`config.mk`:
```
export PLATFORM = sky130hd
export DESIGN_NAME = exp09_env_uart
export DESIGN_NICKNAME = d
export VERILOG_FILES = /design/src/rtl/exp09_pkg.sv /design/src/rtl/exp09_baud_tick.sv /design/src/rtl/exp09_env_uart.sv
export SDC_FILE = /design/constraint.sdc
export NUM_CORES = 1
export LEC_CHECK = 0
export BUFFER_PORTS_ARGS = -buffer_cell sky130_fd_sc_hd__buf_2
export CORE_MARGIN = 5
export CORE_UTILIZATION = 34
export CTS_CLUSTER_SIZE = 28
export DETAILED_ROUTE_END_ITERATION = 8
export GPL_ROUTABILITY_DRIVEN = 0
export GPL_TIMING_DRIVEN = 1
export PLACE_DENSITY = 0.59
export SLEW_MARGIN = 20
export SYNTH_ARGS = -nofsm -noshare
export SYNTH_HDL_FRONTEND = slang
export SYNTH_SLANG_ARGS = --single-unit
export TNS_END_PERCENT = 20
```
`constraint.sdc`:
```
create_clock -name clk -period 2.1 [get_ports clk]
set_clock_uncertainty 0.15 [all_clocks]
set_input_delay 0.315 -clock clk [delete_from_list [all_inputs] [get_ports clk]]
set_output_delay 0.315 -clock clk [all_outputs]
set_load 0.005 [all_outputs]
```
`src/rtl/exp09_pkg.sv`:
```
// exp09_pkg: shared defaults, FSM state types and frame constants for the exp09 UART loopback
package exp09_pkg;

   localparam int CLK_HZ_DEF     = 20_000_000;
   localparam int BAUD_DEF       = 9600;
   localparam int DATA_BITS      = 8;
   localparam int FRAME_BITS_8N1 = 10;
   localparam int FRAME_BITS_8E1 = 11;

   typedef enum logic [2:0] {
      TX_IDLE, TX_START, TX_DATA, TX_PARITY, TX_STOP, TX_DONE, TX_GUARD
   } tx_state_t;

   typedef enum logic [2:0] {
      RX_IDLE, RX_START, RX_DATA, RX_PARITY, RX_STOP, RX_DONE, RX_GUARD
   } rx_state_t;

   // Even parity: the parity bit makes the total count of ones even.
   function automatic logic even_par(input logic [DATA_BITS-1:0] d);
      return ^d;
   endfunction

endpackage

```
`src/rtl/exp09_baud_tick.sv`:
```
// exp09_baud_tick: bit-period counter with a half-period (mid-bit) tick option and synchronous clear
module exp09_baud_tick #(
   parameter int BIT_CLKS = 2083
) (
   input  logic clk,
   input  logic rst_n,
   input  logic i_clr,
   input  logic i_half,
   output logic o_tick
);

   localparam int CW = $clog2(BIT_CLKS + 1);

   logic [CW-1:0] r_cnt;
   logic [CW-1:0] w_last;

   assign w_last = i_half ? CW'(BIT_CLKS / 2 - 1) : CW'(BIT_CLKS - 1);
   assign o_tick = !i_clr && (r_cnt == w_last);

   // Count cycles within the current period; wrap on tick so the next period starts at zero.
   always_ff @(posedge clk or negedge rst_n) begin
      if (!rst_n)
         r_cnt <= '0;
      else if (i_clr || o_tick)
         r_cnt <= '0;
      else
         r_cnt <= r_cnt + 1'b1;
   end

endmodule

```
`src/rtl/exp09_env_uart.sv`:
```
// exp09_env_uart: UART transmitter looped back into a receiver on one clock.
// Optional even parity bit after D7 when EXP09_PARITY_EN is defined (default build is 8N1).
module exp09_env_uart
   import exp09_pkg::*;
#(
   parameter int CLK_HZ = CLK_HZ_DEF,
   parameter int BAUD   = BAUD_DEF
) (
   input  logic       clk,
   input  logic       rst_n,
   input  logic       tx_en_sig,
   input  logic [7:0] tx_data,
   output logic       tx_done,
   input  logic       rx_en_sig,
   output logic       rx_done,
   output logic [7:0] rx_data,
   output logic       sq_pin
);

   localparam int BIT_CLKS = CLK_HZ / BAUD;

   tx_state_t  r_tx_st;
   logic [7:0] r_tx_sh;
   logic [2:0] r_tx_bit;
   logic       r_sq;
   logic       r_tx_done;
`ifdef EXP09_PARITY_EN
   logic       r_tx_par;
   logic       r_rx_par;
`endif

   rx_state_t  r_rx_st;
   logic [7:0] r_rx_sh;
   logic [2:0] r_rx_bit;
   logic [7:0] r_rx_data;
   logic       r_rx_done;
   logic       r_s1;
   logic       r_s2;
   logic       r_prev;

   logic       w_line;
   logic       w_tx_tick;
   logic       w_tx_clr;
   logic       w_rx_tick;
   logic       w_rx_clr;
   logic       w_rx_half;

   assign w_line  = r_sq;
   assign sq_pin  = r_sq;
   assign tx_done = r_tx_done;
   assign rx_done = r_rx_done;
   assign rx_data = r_rx_data;

   assign w_tx_clr  = (r_tx_st == TX_IDLE) || (r_tx_st == TX_DONE) || (r_tx_st == TX_GUARD);
   assign w_rx_clr  = !rx_en_sig || (r_rx_st == RX_IDLE) || (r_rx_st == RX_DONE) || (r_rx_st == RX_GUARD);
   assign w_rx_half = (r_rx_st == RX_START);

   exp09_baud_tick #(.BIT_CLKS(BIT_CLKS)) u_tx_tick (
      .clk    (clk),
      .rst_n  (rst_n),
      .i_clr  (w_tx_clr),
      .i_half (1'b0),
      .o_tick (w_tx_tick)
   );

   exp09_baud_tick #(.BIT_CLKS(BIT_CLKS)) u_rx_tick (
      .clk    (clk),
      .rst_n  (rst_n),
      .i_clr  (w_rx_clr),
      .i_half (w_rx_half),
      .o_tick (w_rx_tick)
   );

   // TX FSM: registered line level, each bit held for one full bit period, then DONE and one GUARD cycle.
   always_ff @(posedge clk or negedge rst_n) begin
      if (!rst_n) begin
         r_tx_st   <= TX_IDLE;
         r_tx_sh   <= '0;
         r_tx_bit  <= '0;
         r_sq      <= 1'b1;
         r_tx_done <= 1'b0;
`ifdef EXP09_PARITY_EN
         r_tx_par  <= 1'b0;
`endif
      end else begin
         case (r_tx_st)
            TX_IDLE: if (tx_en_sig) begin
               r_tx_sh  <= tx_data;
               r_tx_bit <= '0;
               r_sq     <= 1'b0;
               r_tx_st  <= TX_START;
`ifdef EXP09_PARITY_EN
               r_tx_par <= even_par(tx_data);
`endif
            end
            TX_START: if (w_tx_tick) begin
               r_sq    <= r_tx_sh[0];
               r_tx_sh <= {1'b0, r_tx_sh[7:1]};
               r_tx_st <= TX_DATA;
            end
            TX_DATA: if (w_tx_tick) begin
               if (r_tx_bit == 3'd7) begin
`ifdef EXP09_PARITY_EN
                  r_sq    <= r_tx_par;
                  r_tx_st <= TX_PARITY;
`else
                  r_sq    <= 1'b1;
                  r_tx_st <= TX_STOP;
`endif
               end else begin
                  r_sq     <= r_tx_sh[0];
                  r_tx_sh  <= {1'b0, r_tx_sh[7:1]};
                  r_tx_bit <= r_tx_bit + 1'b1;
               end
            end
            TX_PARITY: if (w_tx_tick) begin
               r_sq    <= 1'b1;
               r_tx_st <= TX_STOP;
            end
            TX_STOP: if (w_tx_tick) begin
               r_tx_done <= 1'b1;
               r_tx_st   <= TX_DONE;
            end
            TX_DONE: begin
               r_tx_done <= 1'b0;
               r_tx_st   <= TX_GUARD;
            end
            default: begin
               r_tx_done <= 1'b0;
               r_tx_st   <= TX_IDLE;
            end
         endcase
      end
   end

   // Two-flop synchronizer on the looped-back line plus a delayed copy for falling-edge detection.
   always_ff @(posedge clk or negedge rst_n) begin
      if (!rst_n) begin
         r_s1   <= 1'b1;
         r_s2   <= 1'b1;
         r_prev <= 1'b1;
      end else begin
         r_s1   <= w_line;
         r_s2   <= r_s1;
         r_prev <= r_s2;
      end
   end

   // RX FSM: confirm the start bit at half a period, then sample each later bit at mid-bit.
   always_ff @(posedge clk or negedge rst_n) begin
      if (!rst_n) begin
         r_rx_st   <= RX_IDLE;
         r_rx_sh   <= '0;
         r_rx_bit  <= '0;
         r_rx_data <= '0;
         r_rx_done <= 1'b0;
`ifdef EXP09_PARITY_EN
         r_rx_par  <= 1'b0;
`endif
      end else if (!rx_en_sig) begin
         r_rx_st   <= RX_IDLE;
         r_rx_done <= 1'b0;
      end else begin
         case (r_rx_st)
            RX_IDLE: if (r_prev && !r_s2) r_rx_st <= RX_START;
            RX_START: if (w_rx_tick) begin
               r_rx_bit <= '0;
               r_rx_st  <= r_s2 ? RX_IDLE : RX_DATA;
            end
            RX_DATA: if (w_rx_tick) begin
               r_rx_sh <= {r_s2, r_rx_sh[7:1]};
               r_rx_bit <= r_rx_bit + 1'b1;
`ifdef EXP09_PARITY_EN
               if (r_rx_bit == 3'd7) r_rx_st <= RX_PARITY;
`else
               if (r_rx_bit == 3'd7) r_rx_st <= RX_STOP;
`endif
            end
            RX_PARITY: if (w_rx_tick) begin
`ifdef EXP09_PARITY_EN
               r_rx_par <= r_s2;
`endif
               r_rx_st  <= RX_STOP;
            end
            RX_STOP: if (w_rx_tick) begin
`ifdef EXP09_PARITY_EN
               if (r_s2 && (r_rx_par == even_par(r_rx_sh))) begin
`else
               if (r_s2) begin
`endif
                  r_rx_data <= r_rx_sh;
                  r_rx_done <= 1'b1;
                  r_rx_st   <= RX_DONE;
               end else begin
                  r_rx_st   <= RX_IDLE;
               end
            end
            RX_DONE: begin
               r_rx_done <= 1'b0;
               r_rx_st   <= RX_GUARD;
            end
            default: begin
               r_rx_done <= 1'b0;
               r_rx_st   <= RX_IDLE;
            end
         endcase
      end
   end

endmodule

```
---- After elaboration in Yosys (flattened, before gate mapping) ----
Cells that the tools add are included.
word-level totals
  bits in registers ....................... 66
  bits of input ports ..................... 12
  logic and storage cells ................. 128
cells by class
  add/sub/neg operators ................... 4
  equality and inequality tests ........... 33
  muxes and demuxes ....................... 43
  bitwise gates (word level) .............. 1
  reduce and logical (&&, ||, !) cells .... 32
operators with widths
  kind                     number
  $mux W3                  19
  $mux W12                 3
  $pmux W3 S6              2
  $mux W8                  4
  $add A12 B1 Y12 const B  2
  $eq A3 B3 Y1 const B     8
  $pmux W8 S3              1
  $eq A12 B12 Y1           1
  $eq A12 B12 Y1 const B   1
  $eq A3 B2 Y1 const B     4
  $ne A3 B2 Y1 const B     4
  $pmux W3 S2              2
  $reduce_and A4 Y1        3
  $reduce_and A6 Y1        2
  $ne A2 B1 Y1 const B     5
  $ne A2 B2 Y1 const B     5
  $reduce_and A5 Y1        2
  $ne A3 B3 Y1 const B     3
  $mux W1                  8
  $reduce_or A4 Y1         2
  $logic_or A1 B1 Y1       7
  $add A3 B1 Y3 const B    2
  $eq A3 B1 Y1 const B     2
  $logic_not A3 Y1         2
  other kinds (11)         19

---- Longest topological paths before layout ----
  depth in word-level cells ............... 9
  mapped depth ............................ 8
  depth with buffers taken out ............ 7

---- Modules after synthesis ----
A second synthesis with hierarchy kept.
second synthesis, totals
  cell total of the unflattened synthesis .. 294
  area total of the unflattened synthesis .. 3,433.3 µm²
by module, submodules not included
  module           instances  cells each  area an instance (µm²)  seq. area each (µm²)
  exp09_env_uart   1          166         2,039.5                 1,056.0
  exp09_baud_tick  2          64          696.9                   300.3

---- Least setup slack after synthesis ----
OpenSTA, ideal clock, no wires.
  kind .................................... register -> register
  start ................................... reg r_tx_bit[0]
  end ..................................... reg r_tx_sh[0]
  arrival ................................. 1.898 ns
  setup slack ............................. -0.086 ns
  stages on the path, launching flop included .. 9
  path buffers ............................ 1
  cell sequence ........................... dfrtp_1 ha_1 ha_1 or3b_2 nor4_2 o22ai_1 buf_2 nand2_1 o21ai_0
between the ends
  cells in the longest elaborated chain, start to end .. 3
ends and longest elaborated chain
  element                             line                   RTL
  from (decl)                         exp09_env_uart.sv:24   logic [2:0] r_tx_bit;
  from (signal assigned)              exp09_env_uart.sv:113  r_tx_bit <= r_tx_bit + 1'b1;
  $eq A3 B3 Y1                        exp09_env_uart.sv:102  if (r_tx_bit == 3'd7) begin
  $ne A2 B2 Y1 (no source line)       --
  $reduce_and A5 Y1 (no source line)  --
  to (signal assigned)                exp09_env_uart.sv:88   r_tx_sh <= tx_data;
  to (signal assigned)                exp09_env_uart.sv:98   r_tx_sh <= {1'b0, r_tx_sh[7:1]};
  to (signal assigned)                exp09_env_uart.sv:112  r_tx_sh <= {1'b0, r_tx_sh[7:1]};
  to (decl)                           exp09_env_uart.sv:23   logic [7:0] r_tx_sh;
No other way between the ends.
A chain may end at the register's enable or synchronous reset.

---- Final worst setup path ----
  start ................................... reg r_tx_bit[1]
  end ..................................... reg r_tx_bit[0]
between the ends
  cells in the longest elaborated chain, start to end .. 3
ends and longest elaborated chain
  element                             line
  $eq A3 B3 Y1                        exp09_env_uart.sv:102
  $ne A2 B2 Y1 (no source line)       --
  $reduce_and A4 Y1 (no source line)  --
No other way between the ends.

==> impl_metrics.env <==
export IMPL_routed_wl_um=6290
export IMPL_worst_ep_arrival_time_ns=2.18
export IMPL_worst_setup_path_type="flop to flop"
export IMPL_synthTopCellsByArea="dfrtp_1, mux2_2, nor2_1, dfstp_2, o21ai_0"
export IMPL_endpoint="r_tx_bit[0]$_DFFE_PN0P_"
export IMPL_clk_latency_ns=0.34
export IMPL_wl_per_cell_um=12.5
export IMPL_final_hold_viol_count=0
export IMPL_ios=23
export IMPL_design_area_um2=4160
export IMPL_holdCritPathClass="input port to flop"
export IMPL_rr_endpoint="r_tx_bit[0]$_DFFE_PN0P_"
export IMPL_dieArea_um2=11600
export IMPL_die_y_um=108
export IMPL_crit_chain="ha_2, ha_4, or3b_4, nor4_4, nor2_1, nor2_2, a21oi_1"
export IMPL_finalPower_mw=2.72
export IMPL_placed_area_um2=3830
export IMPL_worst_pin_slew_ns=0.530
export IMPL_critPathLaunchType="flop"
export IMPL_drtAntennaViolNets=0
export IMPL_syn_area_um2=3250
export IMPL_overflow=0
export IMPL_num_antenna_cells=0
export IMPL_port_buffers=22
export IMPL_cp_num_buf_inv=0
export IMPL_die_w_um=108
export IMPL_fmax_mhz=474
export IMPL_status="finished with violations"
export IMPL_cap_viol_max_count=0
export IMPL_hp_start="tx_data[7]"
export IMPL_rr_worst_depth=7
export IMPL_startpoint="r_tx_bit[1]$_DFFE_PN0P_"
export IMPL_yosysWarnings=0
export IMPL_clk_pin_slew_worst_paths_ns=0.07
export IMPL_setup_ws_ns=-0.00850
export IMPL_final_util=0.448
export IMPL_ys_ff_latch=66
export IMPL_numCtsBuffers=9
export IMPL_cts_max_level=3
export IMPL_r2r_slack_ns=-0.009
export IMPL_path_max_fanout=3
export IMPL_grt_max_degree=40
export IMPL_cpPeakStageDelay_ns=0.39
export IMPL_grt_usage=0.118
export IMPL_rows=35
export IMPL_hold_depth=3
export IMPL_report_final_setup_viol=4
export IMPL_drv_slew=0
export IMPL_clock_sinks=66
export IMPL_drt_iter0_markers=35
export IMPL_cp_slowest_cell="dfrtp_1"
export IMPL_antenna_found_initial=0
export IMPL_period_share=1.00
export IMPL_leakage_nw=1.95
export IMPL_cts_tree="yes"
export IMPL_dpl_hpwl_um=4480
export IMPL_initial_core_util=0.350
export IMPL_path_depth=7
export IMPL_synth_top_area_cell="dfrtp_1"
export IMPL_yosysUniqueCellTypes=51
export IMPL_cts_buffer_depth=2
export IMPL_syn_inst=306
export IMPL_core_area_um2=9280
export IMPL_powerDensity_nw_per_um2=654
export IMPL_violations="setup timing"
export IMPL_grt_pass1_wl_um=11200
export IMPL_syn_avg_cell_area_um2=10.6
export IMPL_peakVddDrop_v=0.000350
export IMPL_vias=2397
export IMPL_slew_headroom=0.647
export IMPL_final_layout_size_suffix_gt1_frac=0.326
export IMPL_clock_root_buffer="clkbuf_8"
export IMPL_synthToLayoutAreaGrowth_pct=28.1
export IMPL_dp_worst_setup_slack_ns=-0.0916
export IMPL_rr_startpoint="r_tx_bit[1]$_DFFE_PN0P_"
export IMPL_nNetsFinal=388
export IMPL_post_route_drc_count=0
export IMPL_cp_top_family="simple AND/OR/NAND/NOR gates"
export IMPL_fillers=917
export IMPL_synth_top_cell_area_share=0.478
export IMPL_viasPerCell=4.77
export IMPL_drt_first_pass_iters=4
export IMPL_endpoint_kind="flop"
export IMPL_grt_setup_unrepaired="true"
export IMPL_synth_seq_area_share=0.510
export IMPL_first_global_vias=2449
export IMPL_critPathRequiredTime_ns=2.17
export IMPL_syn_nets=325
export IMPL_layout_min_cycle_time_ns=2.11
-- layout by cell type (no fill, tap or decap), drive strengths merged, types with 2 or more instances in the layout --
cell type  Yosys  final
nor4           4      4
nand4b         3      3
and3           6      6
o21ai         23     23
xor2          11     11
nand2         23     23
dfstp          4      4
mux2          17     17
clkinv         0      2
mux2i          9      9
clkbuf         8      9
buf            3     62
nand3         15     15
dfrtp         62     62
a21oi          8      8
inv            8      9
nor2b          2      2
or4b           2      2
nor3           8      8
xnor2         11     11
nor2          43     43
nand2b         6      6
bufinv         0      3
nor4b          2      2
ha             7      7
nor3b          2      2
or3b           2      2
or3            2      2
-- worst min-delay path, cell delays in order --
cell and delay, ns:
buf_2 0.09, o21ai_0 0.07, o21ai_0 0.07
-- through the flow --
step | std cells | hold WS, ns | setup TNS [ns]
2_1_floorplan | 306 | -0.131 | -0.0606
3_3_place_gp | 483 | 0.179 | -0.212
3_5_place_dp | 483 | 0.184 | -1.15
4_1_cts | 500 | 0.100 | -0.189
5_1_grt | 503 | 0.117 | -1.46
6_report | 503 | 0.106 | -0.0219
-- layout make-up --
cell class	count	area, um2	share of cell area
Clock inverter	7	116	0.0280
Clock buffer	9	124	0.0298
Multi-Input combinational cell	221	1610	0.387
Inverter	8	30.0	0.00722
Tap cell	129	161	0.0388
Timing Repair Buffer	63	462	0.111
Sequential cell	66	1660	0.398
-- power breakdown --
group / total, mW / internal (mW) / switching [mW]
sequential: 1.28 / 1.28 / 0.00457
combinational: 0.138 / 0.0529 / 0.0850
clock: 1.30 / 0.789 / 0.509
-- routing by layer --
layer	vias to the layer above	global-route usage	routed length, um
li1	1189	-	-
met1	1179	0.153	2980
met2	19	0.190	3090
met3	10	0.0240	113
met4	0	0.0532	98
met5	-	0	0
-- registers in the layout, indices dropped and copies added (netlist names), 3 cells and up --
register and count:
u_rx_tick.r_cnt 12, u_tx_tick.r_cnt 12, r_rx_sh 8, r_tx_sh 8, rx_data 8, r_rx_bit 3
r_rx_st 3, r_tx_bit 3, r_tx_st 3
-- worst min path at each step --
stage                         endpoint  slack, ns
6_report        r_tx_sh[7]$_DFFE_PN0P_       0.11
2_1_floorplan  r_rx_bit[0]$_DFFE_PN0P_      -0.13
3_5_place_dp    rx_data[7]$_DFFE_PN0P_       0.18
4_1_cts         r_tx_sh[7]$_DFFE_PN0P_       0.10
3_3_place_gp    rx_data[7]$_DFFE_PN0P_       0.18
5_1_grt         r_tx_sh[0]$_DFFE_PN0P_       0.12
-- Yosys cell counts (all sizes together) --
library cell / count
xnor2: 11
and2: 1
mux2: 17
nor3b: 2
ha: 7
o21ai: 23
o32ai: 1
o22ai: 1
and4b: 1
clkbuf: 8
dfrtp: 62
nor3: 8
o31a: 1
nor2b: 2
a211oi: 1
dfstp: 4
nand4b: 3
o211a: 1
xor2: 11
o311ai: 1
nand2: 23
mux2i: 9
or4b: 2
o211ai: 1
nor4b: 2
or3: 2
and3: 6
nor4: 4
nand3: 15
o31ai: 1
inv: 8
nor2: 43
a21oi: 8
buf: 3
and4bb: 1
nand4: 1
or3b: 2
o21a: 1
and4: 1
nand2b: 6
a22oi: 1
-- cells by family after synthesis --
kind of cell / Yosys count / synth area share
simple gates: 125 / 0.220
xor+xnor: 22 / 0.0593
compound gates: 41 / 0.0725
mux: 26 / 0.0867
buf+inv: 19 / 0.0239
fa+ha+maj: 7 / 0.0270
flops: 66 / 0.510
-- what timing repair did --
action,4_1_cts,5_1_grt
endpoints found under the hold margin,20,0
endpoints found under the setup margin,30,40
resized for setup,6,12
hold buffers,1,0
pin swaps,3,10
cloned,0,0
setup buffers,0,3
Note: power is estimated with default switching activity, not from simulation.
